### src/rtl/lfsr6_pkg.sv
// lfsr6_pkg: shared LFSR width, guard seed, step function and decryptor state encoding
package lfsr6_pkg;

    localparam int LFSR_W = 6;
    localparam logic [LFSR_W-1:0] GUARD_SEED = 6'b000001;

    typedef enum logic [1:0] {UNSEEDED, RUN, FULL} dec_state_t;

    // x^6+x+1 Fibonacci step, bit-exact with the transmitter
    function automatic logic [LFSR_W-1:0] lfsr6_next(input logic [LFSR_W-1:0] s);
        return {s[0] ^ s[1], s[LFSR_W-1:1]};
    endfunction

endpackage

### src/rtl/lfsr6_core.sv
// lfsr6_core: keystream state register with seed capture, per-word step and reload of the stored seed
module lfsr6_core
    import lfsr6_pkg::*;
(
    input  logic              clk,
    input  logic              rst_n,
    input  logic              load,
    input  logic [LFSR_W-1:0] seed,
    input  logic              step,
    input  logic              reload,
    output logic [LFSR_W-1:0] state
);

    logic [LFSR_W-1:0] seed_reg;

    // load beats reload beats step; seed_reg remembers the seed for rekeying
    always_ff @(posedge clk or negedge rst_n) begin
        if (!rst_n) begin
            state    <= '0;
            seed_reg <= '0;
        end else if (load) begin
            state    <= seed;
            seed_reg <= seed;
        end else if (reload) begin
            state    <= seed_reg;
        end else if (step) begin
            state    <= lfsr6_next(state);
        end
    end

endmodule

### src/rtl/stream_decrypt_6.sv
// stream_decrypt_6: LFSR stream-cipher receiver with valid/ready handshakes and a 1-word output register
// Optional build macro: ZERO_SEED_GUARD_EN (replace a zero seed with GUARD_SEED and pulse seed_err)
module stream_decrypt_6
    import lfsr6_pkg::*;
#(
    parameter int CNT_W     = 8,
    parameter int REKEY_LEN = 0
) (
    input  logic              clk,
    input  logic              rst_n,
    input  logic              seed_load,
    input  logic [LFSR_W-1:0] seed_in,
    input  logic              ct_valid,
    output logic              ct_ready,
    input  logic [LFSR_W-1:0] ct_data,
    output logic              pt_valid,
    input  logic              pt_ready,
    output logic [LFSR_W-1:0] pt_data,
    output logic              seeded,
    output logic [CNT_W-1:0]  word_cnt,
    output logic              seed_err
);

    dec_state_t        state, state_nx;
    logic              accept;
    logic              rekey;
    logic [CNT_W-1:0]  cnt_inc;
    logic [LFSR_W-1:0] lfsr;
    logic [LFSR_W-1:0] seed_eff;

`ifdef ZERO_SEED_GUARD_EN
    assign seed_eff = (seed_in == '0) ? GUARD_SEED : seed_in;

    // flag a zero seed for one cycle after it is loaded
    always_ff @(posedge clk or negedge rst_n) begin
        if (!rst_n) seed_err <= 1'b0;
        else        seed_err <= seed_load && (seed_in == '0);
    end
`else
    assign seed_eff = seed_in;
    assign seed_err = 1'b0;
`endif

    assign cnt_inc = word_cnt + 1'b1;
    assign rekey   = (REKEY_LEN != 0) && accept && (cnt_inc == CNT_W'(REKEY_LEN));

    lfsr6_core u_core (
        .clk    (clk),
        .rst_n  (rst_n),
        .load   (seed_load),
        .seed   (seed_eff),
        .step   (accept && !rekey),
        .reload (rekey),
        .state  (lfsr)
    );

    // state register
    always_ff @(posedge clk or negedge rst_n) begin
        if (!rst_n) state <= UNSEEDED;
        else        state <= state_nx;
    end

    // handshake and next state; seed_load overrides everything
    always_comb begin
        ct_ready = (state != UNSEEDED) && !seed_load && (!pt_valid || pt_ready);
        accept   = ct_valid && ct_ready;
        state_nx = state;
        if (seed_load)                                 state_nx = RUN;
        else if (state == RUN && accept && !pt_ready)  state_nx = FULL;
        else if (state == FULL && pt_ready && !accept) state_nx = RUN;
    end

    // output register, word counter and seeded flag
    always_ff @(posedge clk or negedge rst_n) begin
        if (!rst_n) begin
            pt_valid <= 1'b0;
            pt_data  <= '0;
            word_cnt <= '0;
            seeded   <= 1'b0;
        end else if (seed_load) begin
            pt_valid <= 1'b0;
            word_cnt <= '0;
            seeded   <= 1'b1;
        end else if (accept) begin
            pt_valid <= 1'b1;
            pt_data  <= ct_data ^ lfsr;
            word_cnt <= rekey ? '0 : cnt_inc;
        end else if (pt_ready) begin
            pt_valid <= 1'b0;
        end
    end

endmodule

### config.mk
export PLATFORM = sky130hd
export DESIGN_NAME = stream_decrypt_6
export DESIGN_NICKNAME = d
export VERILOG_FILES = /design/src/rtl/lfsr6_pkg.sv /design/src/rtl/lfsr6_core.sv /design/src/rtl/stream_decrypt_6.sv
export SDC_FILE = /design/constraint.sdc
export NUM_CORES = 1
export LEC_CHECK = 0
export CORE_MARGIN = 2
export CORE_UTILIZATION = 41
export CTS_BUF_LIST = sky130_fd_sc_hd__clkbuf_16
export DETAILED_ROUTE_END_ITERATION = 8
export GPL_TIMING_DRIVEN = 0
export MAX_ROUTING_LAYER = met4
export PLACE_DENSITY = 0.75
export SLEW_MARGIN = 5
export SYNTH_ARGS = -nofsm -noshare
export SYNTH_HDL_FRONTEND = slang
export SYNTH_SLANG_ARGS = --single-unit
### constraint.sdc
create_clock -name clk -period 1.3 [get_ports clk]
set_input_delay 0.26 -clock clk [delete_from_list [all_inputs] [get_ports clk]]
set_output_delay 0.26 -clock clk [all_outputs]
set_load 0.01 [all_outputs]
Yosys cells after proc, flatten, opt, wreduce, memory -nomap -nowiden
Cells that the tools add are included.
{"block": "totals", "wordCells": 39, "ff_bits": 24, "output_inout_bits": 18, "inputBits": 17}
{"block": "op_classes", "muxes": 10, "reduce_logical": 17, "add_sub_neg": 1, "eq_ne": 2, "n_bitwise": 3}
{"op": "8-bit two-way mux", "count": 2}
{"op": "6-bit two-way mux", "count": 2}
{"op": "8-bit by 1-bit adder with 8-bit output, second input constant", "count": 1}
{"op": "1-bit logical AND", "count": 7}
{"op": "2-bit two-way mux", "count": 3}
{"op": "3-bit nonzero test", "count": 2}
{"op": "6-bit bitwise XOR", "count": 1}
{"op": "1-bit zero test", "count": 4}
{"op": "2-bit nonzero test", "count": 2}
{"op": "1-bit two-way mux", "count": 3}
{"op": "2-bit by 1-bit == test with 1-bit output, second input constant", "count": 1}
{"op": "2-bit == test, second input constant", "count": 1}
{"op": "2-bit AND reduction", "count": 1}
{"op": "1-bit logical OR", "count": 1}
{"op": "1-bit inverter", "count": 1}
{"op": "1-bit bitwise XOR", "count": 1}

Depth between registers and ports, before layout
{"block": "logic_depth", "word_depth": 9, "ltp_mapped": 5}

Modules after synthesis
Synthesis repeated with hierarchy kept, for this count alone.
{"block": "unflattened", "hier_cells": 149, "hier_area_um2": 1435.1}
{"mod": "stream_decrypt_6", "cells_per_inst": 88, "instances": 1, "seq_area_each_um2": 450.4, "area_each_um2": 878.3}
{"mod": "lfsr6_core", "cells_per_inst": 61, "instances": 1, "seq_area_each_um2": 300.3, "area_each_um2": 556.8}

Worst setup path before layout
Ideal clock, no wire load.
{"block": "synth_path", "path_kind": "register -> register", "start": "register pt_valid", "end": "register word_cnt[7]", "n_path_buf": 0, "path_slack_ns": -0.147, "setup_time_ns": 0.078, "arrival_ns": 1.369, "path_stages_with_launch": 5, "required_time_ns": 1.222, "cell_sequence": "dfrtp_1 -> or2b_2 -> nand3_4 -> or4_1 -> a21oi_1"}
{"block": "synth_between", "elab_chain_cells": 5}
{"item": "start: declaration", "line_no": "stream_decrypt_6.sv:16", "text": "output logic pt_valid,"}
{"item": "start signal: assignment", "line_no": "stream_decrypt_6.sv:76", "text": "pt_valid <= 1'b0;"}
{"item": "start signal: assignment", "line_no": "stream_decrypt_6.sv:81", "text": "pt_valid <= 1'b0;"}
{"item": "start signal: assignment", "line_no": "stream_decrypt_6.sv:85", "text": "pt_valid <= 1'b1;"}
{"item": "1-bit zero test", "line_no": "stream_decrypt_6.sv:65", "text": "ct_ready = (state != UNSEEDED) && !seed_load && (!pt_valid || pt_ready);"}
{"item": "1-bit logical OR", "line_no": "stream_decrypt_6.sv:65"}
{"item": "1-bit logical AND", "line_no": "stream_decrypt_6.sv:65"}
{"item": "1-bit logical AND", "line_no": "stream_decrypt_6.sv:66", "text": "accept = ct_valid && ct_ready;"}
{"item": "2-bit nonzero test (no line)"}
{"item": "end signal: assignment", "line_no": "stream_decrypt_6.sv:87", "text": "word_cnt <= rekey ? '0 : cnt_inc;"}
{"item": "end: declaration", "line_no": "stream_decrypt_6.sv:20", "text": "output logic [CNT_W-1:0] word_cnt,"}
No other way between the ends.
A chain may end at the register's enable or synchronous reset.

Final worst setup path
{"block": "layout_path", "start": "register pt_valid", "end": "output ct_ready"}
{"block": "layout_between", "elab_chain_cells": 3}
{"item": "1-bit zero test", "line_no": "stream_decrypt_6.sv:65"}
{"item": "1-bit logical OR", "line_no": "stream_decrypt_6.sv:65"}
{"item": "1-bit logical AND", "line_no": "stream_decrypt_6.sv:65"}
{"item": "end: declaration", "line_no": "stream_decrypt_6.sv:14", "text": "output logic ct_ready,"}
No other way between the ends.

==> results.json <==
{
  "drt-total-wl_mm": 3.05,
  "critPathKind": "reg -> out",
  "initial_core_util": 0.430,
  "grt_max_degree": 25,
  "multiInputGateArea_um2": 718,
  "ys_top_cells_by_count": "dfrtp_1, a21oi_1, nand2_1",
  "vias": 1066,
  "cts.reportedPaths.clkPinSlew_ps": 60,
  "clockRootBuffer": "clkbuf_16",
  "final.setup.worst_slack_ps": -210,
  "syn_inst": 116,
  "core.rowCount": 19,
  "finalNetCount": 185,
  "ys_dominant_reg_cell": "dfrtp_1",
  "floorplan.io_pins": 35,
  "r2r_cells": 4,
  "insertion_delay_ps": 260,
  "leakage_nw": 0.827,
  "grt_remaining_overflow": 0,
  "dpl.hpwl_mm": 1.80,
  "core-area_um2": 2760,
  "summed_instance_area_of_the_synthesized_netlist_um2": 1190,
  "die_w_um": 57.8,
  "worst_ep_arrival_time_ps": 1250,
  "synth_warnings": 0,
  "xor_xnor_cell_area_share_of_the_yosys_netlist": 0.0960,
  "cts_buffer_depth": 2,
  "post_synth.cell_area_avg_um2": 10.2,
  "gr-usage-all-layers": 0.188,
  "worst_slew_margin_rel": 0.286,
  "yosysTopAreaCell": "dfrtp_1",
  "clock_tree.htree_level_count": 1,
  "synth_edf_count": 0,
  "synth_compound_gate_area_share": 0.0928,
  "grt_pass1_vias": 1003,
  "area_growth_pct": 59.5,
  "final_layout_size_suffix_gt1_frac": 0.349,
  "final.fill_count": 200,
  "largest_family_of_logic_cells_by_synthesized_area": "simple AND/OR/NAND/NOR gates",
  "fp.dieH_um": 57.8,
  "final_antenna_net_count": 0,
  "cts_sinks": 24,
  "drv_slew": 0,
  "synthArstFlopShare": 1.00,
  "worst_setup_path_start_kind": "flip-flop",
  "grt_pass1_wl_mm": 4.78,
  "finalCoreUtilization": 0.686,
  "globalplace.congestion": 0.747,
  "setup.reg_to_reg.worst_slack_ps": -160,
  "synth.net_count": 134,
  "layout.area.seq_um2": 602,
  "timing.critical_path.slowest_stage_cell": "dfrtp_1",
  "timing.hold.worst.class": "in -> async",
  "buffer_ports.inserted": 32,
  "worst_ep_required_time_ps": 1040,
  "tritoncts": "done",
  "ys_top_cells_by_area": "dfrtp_1, a21oi_1, mux2_2",
  "max-cap-violations": 0,
  "maxClockFrequency_mhz": 662,
  "tightestPinTransition_ps": 1070,
  "antenna_found_initial": 0,
  "setup_repair_after_global_routing_missed_its_margin": "true",
  "insertedDiodeCount": 0,
  "ir_worst_vdd_mv": 1.04,
  "finClkSkew_ps": 2.33,
  "failed_checks": "setup timing",
  "period_share": 1.16,
  "synth_simple_gate_area_frac": 0.203,
  "synthMuxAreaShare": 0.0654,
  "synth_top_cell_area_share": 0.506,
  "r2r-start": "state[1]",
  "crit_chain": "buf_4 > nor2b_4 > nor3_2 > buf_2",
  "cpPeakStageDelay_ps": 400,
  "tritoncts.num_buffers": 3,
  "worstReg2RegEnd": "word_cnt[7]",
  "synth.ff_latch_count": 24,
  "run_status": "finished, violations left",
  "worst_hold_check_slack_ps": 281,
  "avgViaCountPerCell": 5.41,
  "synth-seq-area-share": 0.506,
  "power_density_nw_per_um2": 1280,
  "fp.dieArea_um2": 3340,
  "synth_cell_types": 29,
  "finalHoldViolations": 0,
  "post-route-min-period_ps": 1510,
  "drt_pass1_iterations": 4,
  "largest_driver_fanout_on_the_critical_path": 5,
  "finalSetupViolations": 16,
  "worstSetupEndpointType": "output port",
  "post_drt_wl_per_cell_um": 15.5,
  "detailedRoute.firstIterationViolations": 31,
  "synth-adder-area-share": 0.0105,
  "post-route-drc-count": 0,
  "most_numerous_cell_in_the_yosys_netlist": "dfrtp_1"
}
-- metal layers --
layer,global-route usage,vias up,part of all wire
met4,0.0399,0,0.012
met1,0.253,532,0.42
met5,-,-,0
met2,0.299,33,0.51
li1,-,497,-
met3,0.0335,4,0.049
-- cells by family after synthesis --
group                      count (synthesis)
xor gates and xnor gates                  13
adders and majority gates                  1
DFF                                       24
other                                      1
buffers and inverters                      6
and+or+nand+nor                           43
muxes                                      7
AOI/OAI and AO/OA                         21
-- state kept, by name, indices dropped and copies added (netlist names) --
register      cells
state             2
pt_valid          1
pt_data           6
seeded            1
u_core.state      6
word_cnt          8
-- per-stage QoR --
stage	cells	setup slack (ps)	TNS (ps)	cell area (um2)	total power, mW
floorplan	116	-119	-811	1210	1.21
global placement	179	-709	-17000	1570	1.47
detailed placement	179	-715	-18500	1570	1.48
CTS	192	-164	-1300	1760	2.38
global route	197	-236	-2980	1890	2.53
finish	197	-210	-1640	1890	2.43
-- cell usage in the layout (no fill, tap or decap), drive strengths merged --
cell type       n
a21oi          16
and3            2
buf            20
bufinv          1
clkbuf          6
clkdlybuf4s15   1
clkdlybuf4s50  12
conb            1
dfrtp          24
dlygate4sd2    15
ha              1
inv             1
mux2            6
mux2i           1
nand2          11
nand3           3
nand4           1
nor2            8
nor2b           6
nor3            2
nor3b           1
nor4            2
nor4b           2
o21ai           3
o31ai           2
or2             3
or2b            1
or4             1
xnor2           6
xor2            7
-- what timing repair did --
action,4_1_cts,5_1_grt
pin swaps,6,7
gates resized for setup,36,27
setup buffers,10,5
endpoints found under the setup margin,61,22
hold buffers,0,0
endpoints found under the hold margin,0,0
gates cloned,0,0
-- worst max-delay path: cells and delay by family, from the launching register on --
family	cells	cell delay, ps
flops	1	400
simple gates	2	290
buf+inv	2	300
-- where the power goes --
part | internal, mW | switching, mW
logic | 0.346 | 0.273
registers | 0.852 | 0.0783
clock network | 0.612 | 0.265
-- final cells by class --
class | instances | area share
plain buffers | 4 | 0.0112
clock buffers | 3 | 0.0397
clock inverters | 1 | 0.0159
inverters | 1 | 0.00198
multi-input cells | 86 | 0.380
flip-flops and latches | 24 | 0.318
well taps | 31 | 0.0205
repair buffers | 47 | 0.213
-- how the worst max path moves through the flow --
stage | startpoint | end | slack [ps] | cells after the start
after floorplan | pt_valid | word_cnt[7] | -120 | 4
after global placement | pt_ready | ct_ready | -710 | 4
after detailed placement | pt_ready | ct_ready | -710 | 4
after CTS | pt_valid | pt_data[2] | -160 | 4
after global routing | pt_valid | ct_ready | -240 | 4
final | pt_valid | ct_ready | -210 | 4
Power figures use the tool's default switching activity.
